`src/rtl/cursor_pos_ctrl_pkg.sv`:
```
// Shared types and step arithmetic for the cursor position controller.
// Edge behaviour: CURSOR_WRAP_EN defined -> wrap at the edges, undefined -> saturate.
package cursor_pos_ctrl_pkg;

    typedef enum logic [1:0] {
        IDLE   = 2'd0,
        HOLD   = 2'd1,
        REPEAT = 2'd2
    } state_e;

    // Bit positions inside the direction vector {up, down, left, right}.
    localparam int DIR_UP = 3;
    localparam int DIR_DN = 2;
    localparam int DIR_LT = 1;
    localparam int DIR_RT = 0;

    // One step along one axis. Opposing inputs cancel. An 11-bit intermediate keeps
    // pos+step from overflowing before the edge comparison.
    function automatic logic [9:0] step_axis(input logic [9:0]  pos,
                                             input logic        inc,
                                             input logic        dec,
                                             input logic [10:0] step,
                                             input logic [10:0] max);
        logic [10:0] p;
        logic [10:0] r;
        p = {1'b0, pos};
        r = p;
        if (inc && !dec) begin
            r = p + step;
            if (r > max) begin
`ifdef CURSOR_WRAP_EN
                r = r - (max + 11'd1);
`else
                r = max;
`endif
            end
        end else if (dec && !inc) begin
            if (p < step) begin
`ifdef CURSOR_WRAP_EN
                r = p + (max + 11'd1) - step;
`else
                r = '0;
`endif
            end else begin
                r = p - step;
            end
        end
        return r[9:0];
    endfunction

endpackage

```
`src/rtl/cursor_pos_ctrl_btn_debounce.sv`:
```
// Two-flop synchroniser plus debounce counter for one raw pushbutton.
// The level output changes only after DEBOUNCE_CYC consecutive cycles of disagreement.
module cursor_pos_ctrl_btn_debounce #(
    parameter int DEBOUNCE_CYC = 1_000_000
) (
    input  logic clk,
    input  logic clr,
    input  logic btn_raw,
    output logic level,
    output logic rise
);

    localparam int CW = (DEBOUNCE_CYC > 1) ? $clog2(DEBOUNCE_CYC) : 1;
    localparam logic [CW-1:0] CNT_LAST = CW'(DEBOUNCE_CYC - 1);

    logic [1:0]    sync_q;
    logic [CW-1:0] cnt_q, cnt_d;
    logic          level_q, level_d;
    logic          rise_q, rise_d;

    // NOTE: every variable gets a default before any branch, so no latch can be inferred.
    always_comb begin
        cnt_d   = '0;
        level_d = level_q;
        rise_d  = 1'b0;
        if (sync_q[1] != level_q) begin
            if (cnt_q == CNT_LAST) begin
                level_d = sync_q[1];
                rise_d  = sync_q[1];
            end else begin
                cnt_d = cnt_q + CW'(1);
            end
        end
    end

    // NOTE: state uses non-blocking assignments so all flops sample the same pre-edge values.
    always_ff @(posedge clk or negedge clr) begin
        if (!clr) begin
            sync_q  <= '0;
            cnt_q   <= '0;
            level_q <= 1'b0;
            rise_q  <= 1'b0;
        end else begin
            sync_q  <= {sync_q[0], btn_raw};
            cnt_q   <= cnt_d;
            level_q <= level_d;
            rise_q  <= rise_d;
        end
    end

    assign level = level_q;
    assign rise  = rise_q;

endmodule

```
`src/rtl/cursor_pos_ctrl.sv`:
```
// Pushbutton-driven cursor: debounced single step, hold-to-repeat, edge saturation
// (or wrap when CURSOR_WRAP_EN is defined), and a colour that advances per press.
module cursor_pos_ctrl
    import cursor_pos_ctrl_pkg::*;
#(
    parameter int DEBOUNCE_CYC = 1_000_000,
    parameter int HOLD_CYC     = 40_000_000,
    parameter int REPEAT_CYC   = 1_000_000,
    parameter int STEP         = 4,
    parameter int X_MAX        = 639,
    parameter int Y_MAX        = 479,
    parameter int X_INIT       = 320,
    parameter int Y_INIT       = 240
) (
    input  logic       clk,
    input  logic       clr,
    input  logic       btn_up,
    input  logic       btn_down,
    input  logic       btn_left,
    input  logic       btn_right,
    input  logic       btn_color,
    output logic [9:0] X_POS,
    output logic [9:0] Y_POS,
    output logic [2:0] color,
    output logic       moving
);

    localparam int TMAX = (HOLD_CYC > REPEAT_CYC) ? HOLD_CYC : REPEAT_CYC;
    localparam int TW   = (TMAX > 1) ? $clog2(TMAX) : 1;
    localparam logic [TW-1:0] HOLD_LOAD   = TW'(HOLD_CYC - 1);
    localparam logic [TW-1:0] REPEAT_LOAD = TW'(REPEAT_CYC - 1);

    logic [3:0] raw_dir;
    logic [3:0] dv;
    logic [3:0] dir_rise_unused;
    logic       color_lvl;
    logic       color_rise;

    assign raw_dir = {btn_up, btn_down, btn_left, btn_right};

    for (genvar i = 0; i < 4; i++) begin : g_dir_db
        cursor_pos_ctrl_btn_debounce #(.DEBOUNCE_CYC(DEBOUNCE_CYC)) u_db (
            .clk     (clk),
            .clr     (clr),
            .btn_raw (raw_dir[i]),
            .level   (dv[i]),
            .rise    (dir_rise_unused[i])
        );
    end

    cursor_pos_ctrl_btn_debounce #(.DEBOUNCE_CYC(DEBOUNCE_CYC)) u_color_db (
        .clk     (clk),
        .clr     (clr),
        .btn_raw (btn_color),
        .level   (color_lvl),
        .rise    (color_rise)
    );

    state_e        state_q, state_d;
    logic [TW-1:0] timer_q, timer_d;
    logic [9:0]    x_q, x_d;
    logic [9:0]    y_q, y_d;
    logic [2:0]    color_q, color_d;
    logic          active;
    logic          do_step;

    assign active = |dv;

    always_comb begin
        state_d = state_q;
        timer_d = timer_q;
        do_step = 1'b0;
        unique case (state_q)
            IDLE: begin
                if (active) begin
                    state_d = HOLD;
                    timer_d = HOLD_LOAD;
                    do_step = 1'b1;
                end
            end
            HOLD, REPEAT: begin
                if (!active) begin
                    state_d = IDLE;
                    timer_d = '0;
                end else if (timer_q == '0) begin
                    state_d = REPEAT;
                    timer_d = REPEAT_LOAD;
                    do_step = 1'b1;
                end else begin
                    timer_d = timer_q - TW'(1);
                end
            end
            default: begin
                state_d = IDLE;
                timer_d = '0;
            end
        endcase
    end

    // The step reads dv as it stands in the stepping cycle, not as it was at press time.
    always_comb begin
        x_d = x_q;
        y_d = y_q;
        if (do_step) begin
            x_d = step_axis(x_q, dv[DIR_RT], dv[DIR_LT], 11'(STEP), 11'(X_MAX));
            y_d = step_axis(y_q, dv[DIR_DN], dv[DIR_UP], 11'(STEP), 11'(Y_MAX));
        end
        color_d = color_rise ? color_q + 3'd1 : color_q;
    end

    always_ff @(posedge clk or negedge clr) begin
        if (!clr) begin
            state_q <= IDLE;
            timer_q <= '0;
            x_q     <= 10'(X_INIT);
            y_q     <= 10'(Y_INIT);
            color_q <= 3'b111;
        end else begin
            state_q <= state_d;
            timer_q <= timer_d;
            x_q     <= x_d;
            y_q     <= y_d;
            color_q <= color_d;
        end
    end

    assign X_POS  = x_q;
    assign Y_POS  = y_q;
    assign color  = color_q;
    assign moving = (state_q != IDLE);

endmodule

```
`config.mk`:
```
export PLATFORM = sky130hd
export DESIGN_NAME = cursor_pos_ctrl
export DESIGN_NICKNAME = d
export VERILOG_FILES = /design/src/rtl/cursor_pos_ctrl_pkg.sv /design/src/rtl/cursor_pos_ctrl_btn_debounce.sv /design/src/rtl/cursor_pos_ctrl.sv
export SDC_FILE = /design/constraint.sdc
export NUM_CORES = 1
export LEC_CHECK = 0
export BUFFER_PORTS_ARGS = -buffer_cell sky130_fd_sc_hd__clkbuf_2
export CORE_ASPECT_RATIO = 1.1
export CORE_UTILIZATION = 30
export DETAILED_ROUTE_END_ITERATION = 10
export PLACE_DENSITY = 0.45
export REMOVE_ABC_BUFFERS = 1
export SLEW_MARGIN = 5
export SYNTH_ARGS = -nofsm -noshare
export SYNTH_HDL_FRONTEND = slang
export SYNTH_SLANG_ARGS = --single-unit
```
`constraint.sdc`:
```
create_clock -name clk -period 2.85 [get_ports clk]
set_input_delay 0.285 -clock clk [delete_from_list [all_inputs] [get_ports clk]]
set_output_delay 0.285 -clock clk [all_outputs]
set_load 0.1 [all_outputs]
```
Yosys cells after proc, flatten, opt, wreduce, memory -nomap -nowiden
Index checks and enable logic that the tools add are counted.

word-level totals
  bits in registers = 167
  latch bits = 0
  memory bits (writable) = 0
  bits in read-only memories = 0
  input port bits = 7
  memories kept = 0

cells by class
  add/sub/neg operators = 11
  multipliers = 0
  divide/modulo/power cells = 0
  $lt $le $gt $ge = 4
  equality and inequality tests = 14
  shifts and indexed selects = 0
  mux-type cells = 32
  bitwise logic cells = 0
  reduce and logical (&&, ||, !) cells = 23

operators by type and width
  operator                                                          number
  two-way mux 20 bit                                                10
  adder 20 x 1 -> 20 bit (second input constant)                    5
  equality test 20 bit (second input constant)                      5
  two-way mux 10 bit                                                8
  two-way mux 26 bit                                                3
  one-hot mux 26 bit (2 select lines)                               1
  logical NOT 26 bit                                                1
  subtractor 26 x 1 -> 26 bit (second input constant)               1
  adder 10 x 3 -> 11 bit (second input constant)                    2
  less-than comparator 10 x 3 -> 1 bit (second input constant)      2
  subtractor 10 x 3 -> 10 bit (second input constant)               2
  AND reduction 2 bit                                               8
  greater-than comparator 11 x 10 -> 1 bit (second input constant)  1
  greater-than comparator 11 x 9 -> 1 bit (second input constant)   1
  two-way mux 2 bit                                                 3
  nonzero test 2 bit                                                3
  two-way mux 1 bit                                                 5
  != test 1 bit                                                     5
  logical AND 1 bit                                                 4
  logical NOT 1 bit                                                 4
  one-hot mux 2 bit (2 select lines)                                1
  OR reduction 4 bit                                                1
  adder 3 x 1 -> 3 bit (second input constant)                      1
  != test 3 bit (second input constant)                             1
  6 further kinds                                                   6

Longest topological paths before layout
  depth after elaboration = 5
  mapped depth = 10
  depth with buffers taken out = 8

Modules after synthesis
A second synthesis with hierarchy kept.

unflattened totals
  cell total of the unflattened synthesis = 962
  area total of the unflattened synthesis = 9536.6 µm²

modules (own cells, without submodules)
  module                        times used  cells an instance  area each (µm²)  sequential area each (µm²)
  cursor_pos_ctrl_btn_debounce  5           107                1184.9           600.6
  cursor_pos_ctrl               1           427                3612.2           1237.4

Worst setup path before layout
No wires, ideal clock.

  path kind = register -> register
  from = register y_q[2], in the netlist Y_POS[2]
  to = register y_q[2], in the netlist Y_POS[2]
  library setup time = 0.178 ns
  arrival = 2.816 ns
  required time = 2.672 ns
  path slack = -0.145 ns
  cell stages (with the launch flop) = 8
  path buffers = 0
  path through = dfrtp_1 -> inv_1 -> ha_1 -> or3b_2 -> or4b_2 -> or2_2 -> a21oi_1 -> a31oi_1

between the ends
  longest elaborated chain between the ends = 4

ends and longest elaborated chain
  what                                                                                  line                                                  RTL
  start: declaration                                                                    cursor_pos_ctrl.sv:62                                 logic [9:0] y_q, y_d;
  start signal: assignment                                                              cursor_pos_ctrl.sv:116                                y_q <= 10'(Y_INIT);
  start signal: assignment                                                              cursor_pos_ctrl.sv:122                                y_q <= y_d;
  adder 10 x 3 -> 11 bit (tied with other cells)                                        cursor_pos_ctrl_pkg.sv:29                             r = p + step;
  greater-than comparator 11 x 9 -> 1 bit / two-way mux 10 bit (equally long branches)  cursor_pos_ctrl_pkg.sv:30, cursor_pos_ctrl_pkg.sv:38
  two-way mux 10 bit, on equally long branches                                          cursor_pos_ctrl_pkg.sv:30, cursor_pos_ctrl_pkg.sv:37
  two-way mux 10 bit (*)                                                                cursor_pos_ctrl_pkg.sv:28                             if (inc && !dec) begin

Mark *: on every way between the ends. The rest lies on a longest branch, timed or not. The select of a mux whose other input is x is not followed.
A chain may end at the register's enable or synchronous reset.

Worst setup path in the final report
  from = register state_q[1]
  to = register y_q[8], in the netlist Y_POS[8]

between the ends
  longest elaborated chain between the ends = 4

ends and longest elaborated chain
  what                                                                        line                    RTL
  start: declaration                                                          cursor_pos_ctrl.sv:59   state_e state_q, state_d;
  start signal: assignment                                                    cursor_pos_ctrl.sv:119  state_q <= state_d;
  equality test 2 x 1 -> 1 bit / equality test 2 bit (equally long branches)  cursor_pos_ctrl.sv:73   unique case (state_q)
  OR reduction 2 bit                                                          cursor_pos_ctrl.sv:73
  one-hot mux 1 bit (2 select lines) (*)                                      cursor_pos_ctrl.sv:73
  AND reduction 2 bit (no line) (*)                                           --

Mark *: on every way between the ends. The rest lies on a longest branch, timed or not.

==> results.toml <==
[min_path]
hp-class = "reg -> reg"
hold_path_depth = 0

[worst_setup_path]
crit_type = "reg -> reg"
crit_path_start_kind = "register"
slowest_stage = "or4_4"
path_max_fanout = 9
crit_path_end_kind = "register"
reg2reg_depth = 8
cpPeakStageDelay_ns = 0.44
path_cells = "inv_1 -> ha_1 -> a21bo_1 -> or4_4 -> o31a_4 -> nor2b_4 -> a31oi_1 -> o221a_2"
cp.required_ns = 3.16
arrival_ns = 2.89

[cts]
clk_pin_slew_ns = 0.07
cts_htree_levels = 4
cts_buffers = 17
cts_tree = "yes"
cts_root_buf = "clkbuf_16"
cts_resized = 0
cts.hold.buffers_added = 6
cts_sinks = 165
cts_buffer_depth = 2
post-cts-setup-buffer-count = 0
clock_latency_ns = 0.43

[floorplanning]
start_util_pct = 30.5
num_rows = 65
die_h_um = 181
die_w_um = 165
die_area_um2 = 29800
io_pins = 31
core-area_um2 = 28600

[pwr]
p_per_area_nw_per_um2 = 484
ir_drop_uv = 284
p_leak_nw = 4.39

[route]
vias = 6674
wire_per_inst_um = 13.7
firstDrtPassIters = 5
postRouteAntennaNets = 0
viasPerCell = 4.90
drc = 0
drt_iter0_drc = 404
wirelength_um = 18600

[global_route]
antenna_found_initial = 0
use_met1_pct = 18.6
grt_pass1_wl_um = 32400
grt-ovfl-total = 0
grtUsageTotal_pct = 13.5
met3_usage_pct = 2.59
grtUsageMet2_pct = 20.9
first_global_vias = 6499
grt-busiest-layer = "met2"
grt_max_degree = 75

[layout]
area_growth_pct = 15.2
fill_cells = 2935
fin_cells = 1363
nets = 1008
layout_common_cells = "dfrtp_1, nor2_1, nand2_1"
num_antenna_cells = 0
final_common_cell = "dfrtp_1"
drive_gt1_share_pct = 12.2

[place]
place_congestion = 0.746
portBuffers = 30
place_hpwl_um = 12600
place_inst = 1325

[sta]
max-slew-margin-rel_pct = 56.4
timing.final.crit_period_ns = 2.58
final.period_utilization_pct = 90.4
finalHoldViolations = 0
fin_skew_ns = 0.0100
holdWs_ns = 0.350
finalMaxSlewViolations = 0
fmax_mhz = 388
setup_viol = 0
worst_pin_slew_ns = 0.652
setup_tns_ns = 0
rsz0062_at_grt = "no"

[synthesis]
yosysTopAreaCellShare_pct = 44.7
synthArstFlopShare_pct = 100
yosys_warnings = 0
synthCells = 937
synth-edff-count = 0
ys_seq_elements = 165
synth_top_area_cell = "dfrtp_1"
synth_area_leaders = "dfrtp_1, xor2_1, nor2_1, xnor2_1, nand2_1"
syn_area_per_cell_um2 = 9.32
yosysSeqAreaShare_pct = 47.4
syn-cell-area_um2 = 8730
synthFlopType = "dfrtp_1"
yosysUniqueCellTypes = 68

[flow_run]
drv_cap = 0

[status]
status = "finished clean"
==> worst max-delay path, delay by kind of cell, from the launching register on <==
kind                     cells  cell delay [ns]
flip-flops                   1             0.38
buffers and inverters        1             0.05
adder cells (fa/ha/maj)      1             0.30
AO/OA/AOI/OAI                4             1.04
AND/OR/NAND/NOR              2             0.69
==> synth_stat cells (5+ instances only) <==
| cell | n |
|---|---|
| dfrtp_1 | 156 |
| nor2_1 | 149 |
| nand2_1 | 80 |
| xor2_1 | 69 |
| nand3_1 | 53 |
| o21ai_0 | 43 |
| xnor2_1 | 36 |
| a21oi_1 | 32 |
| clkbuf_1 | 29 |
| inv_1 | 26 |
| nand4_1 | 21 |
| nor3_1 | 20 |
| ha_1 | 19 |
| nor4_1 | 18 |
| and3_1 | 16 |
| and4_1 | 13 |
| a31oi_1 | 12 |
| or3_1 | 10 |
| dfstp_2 | 9 |
| or2_2 | 8 |
| nand2b_1 | 7 |
| nor2b_1 | 7 |
| o31ai_1 | 7 |
| nor4b_1 | 6 |
| o211ai_1 | 6 |
| and2_1 | 5 |
| nor3b_1 | 5 |
| o21ai_1 | 5 |
==> cells by family (layout without fill, tap and decap cells) <==
| group | after synthesis | in the layout | share of synthesized area (%) |
|---|---|---|---|
| multiplexers | 3 | 3 | 0.372 |
| buffers and inverters | 62 | 120 | 2.99 |
| AND/OR/NAND/NOR | 438 | 438 | 25.2 |
| AO/OA/AOI/OAI | 145 | 145 | 10.8 |
| XOR/XNOR | 105 | 105 | 10.5 |
| flip-flops | 165 | 165 | 47.4 |
| adder cells (fa/ha/maj) | 19 | 19 | 2.72 |
==> area by class of cell <==
class | count | area, µm² | share of cell area [%]
Multi-Input combinational cell | 710 | 4330 | 43.1
Sequential cell | 165 | 4140 | 41.2
Clock buffer | 22 | 484 | 4.81
Tap cell | 368 | 460 | 4.58
Timing Repair Buffer | 62 | 424 | 4.22
Clock inverter | 10 | 121 | 1.21
Inverter | 26 | 97.6 | 0.970
==> worst paths after layout <==
kind                       slack, ns                              to                      startpoint
min in group asynchronous       0.37         timer_q[23]$_DFFE_PN0P_                             clr
min reg2reg                     0.35  u_color_db.sync_q[1]$_DFF_PN0_  u_color_db.sync_q[0]$_DFF_PN0_
max                             0.27            Y_POS[8]$_DFFE_PN0P_          state_q[1]$_DFFE_PN0P_
max reg2reg                     0.27            Y_POS[8]$_DFFE_PN0P_          state_q[1]$_DFFE_PN0P_
max in group asynchronous       1.69            color[0]$_DFFE_PN1P_                             clr
min                             0.35  u_color_db.sync_q[1]$_DFF_PN0_  u_color_db.sync_q[0]$_DFF_PN0_
==> report_power, final <==
part           internal (W)  switching [W]  leakage (nW)
Sequential          0.00237      0.0000202          2.24
Combinational     0.0000355      0.0000876          1.87
Clock               0.00139       0.000969         0.285
==> flip-flops by register name, indices dropped and copies added, names as in the netlist <==
name,cells
g_dir_db.u_db.cnt_q,80
X_POS,9
u_color_db.sync_q,2
Y_POS,9
timer_q,26
g_dir_db.u_db.sync_q,8
u_color_db.cnt_q,20
u_color_db.level,1
state_q,2
g_dir_db.u_db.level,4
color,3
u_color_db.rise,1
==> per-layer routing <==
metal  wire length (µm)  vias to the layer above
met5                  0                        -
met4                299                        0
met3                471                       19
met2               8560                      100
met1               9270                     3193
li1                   -                     3362
==> through the flow <==
| stage | instance area (µm²) | utilization, % | power, W | worst slack, ns |
|---|---|---|---|---|
| after floorplan | 8570 | - | 0.00247 | -0.145 |
| after global placement | 9390 | 32.8 | 0.00256 | 0.341 |
| after detailed placement | 9390 | 32.8 | 0.00256 | 0.282 |
| after CTS | 10100 | 35.1 | 0.00497 | 0.276 |
| after global routing | 10100 | 35.1 | 0.00508 | 0.131 |
| final | 10100 | 35.1 | 0.00487 | 0.274 |
No activity file was read; power rests on OpenSTA's default activity.
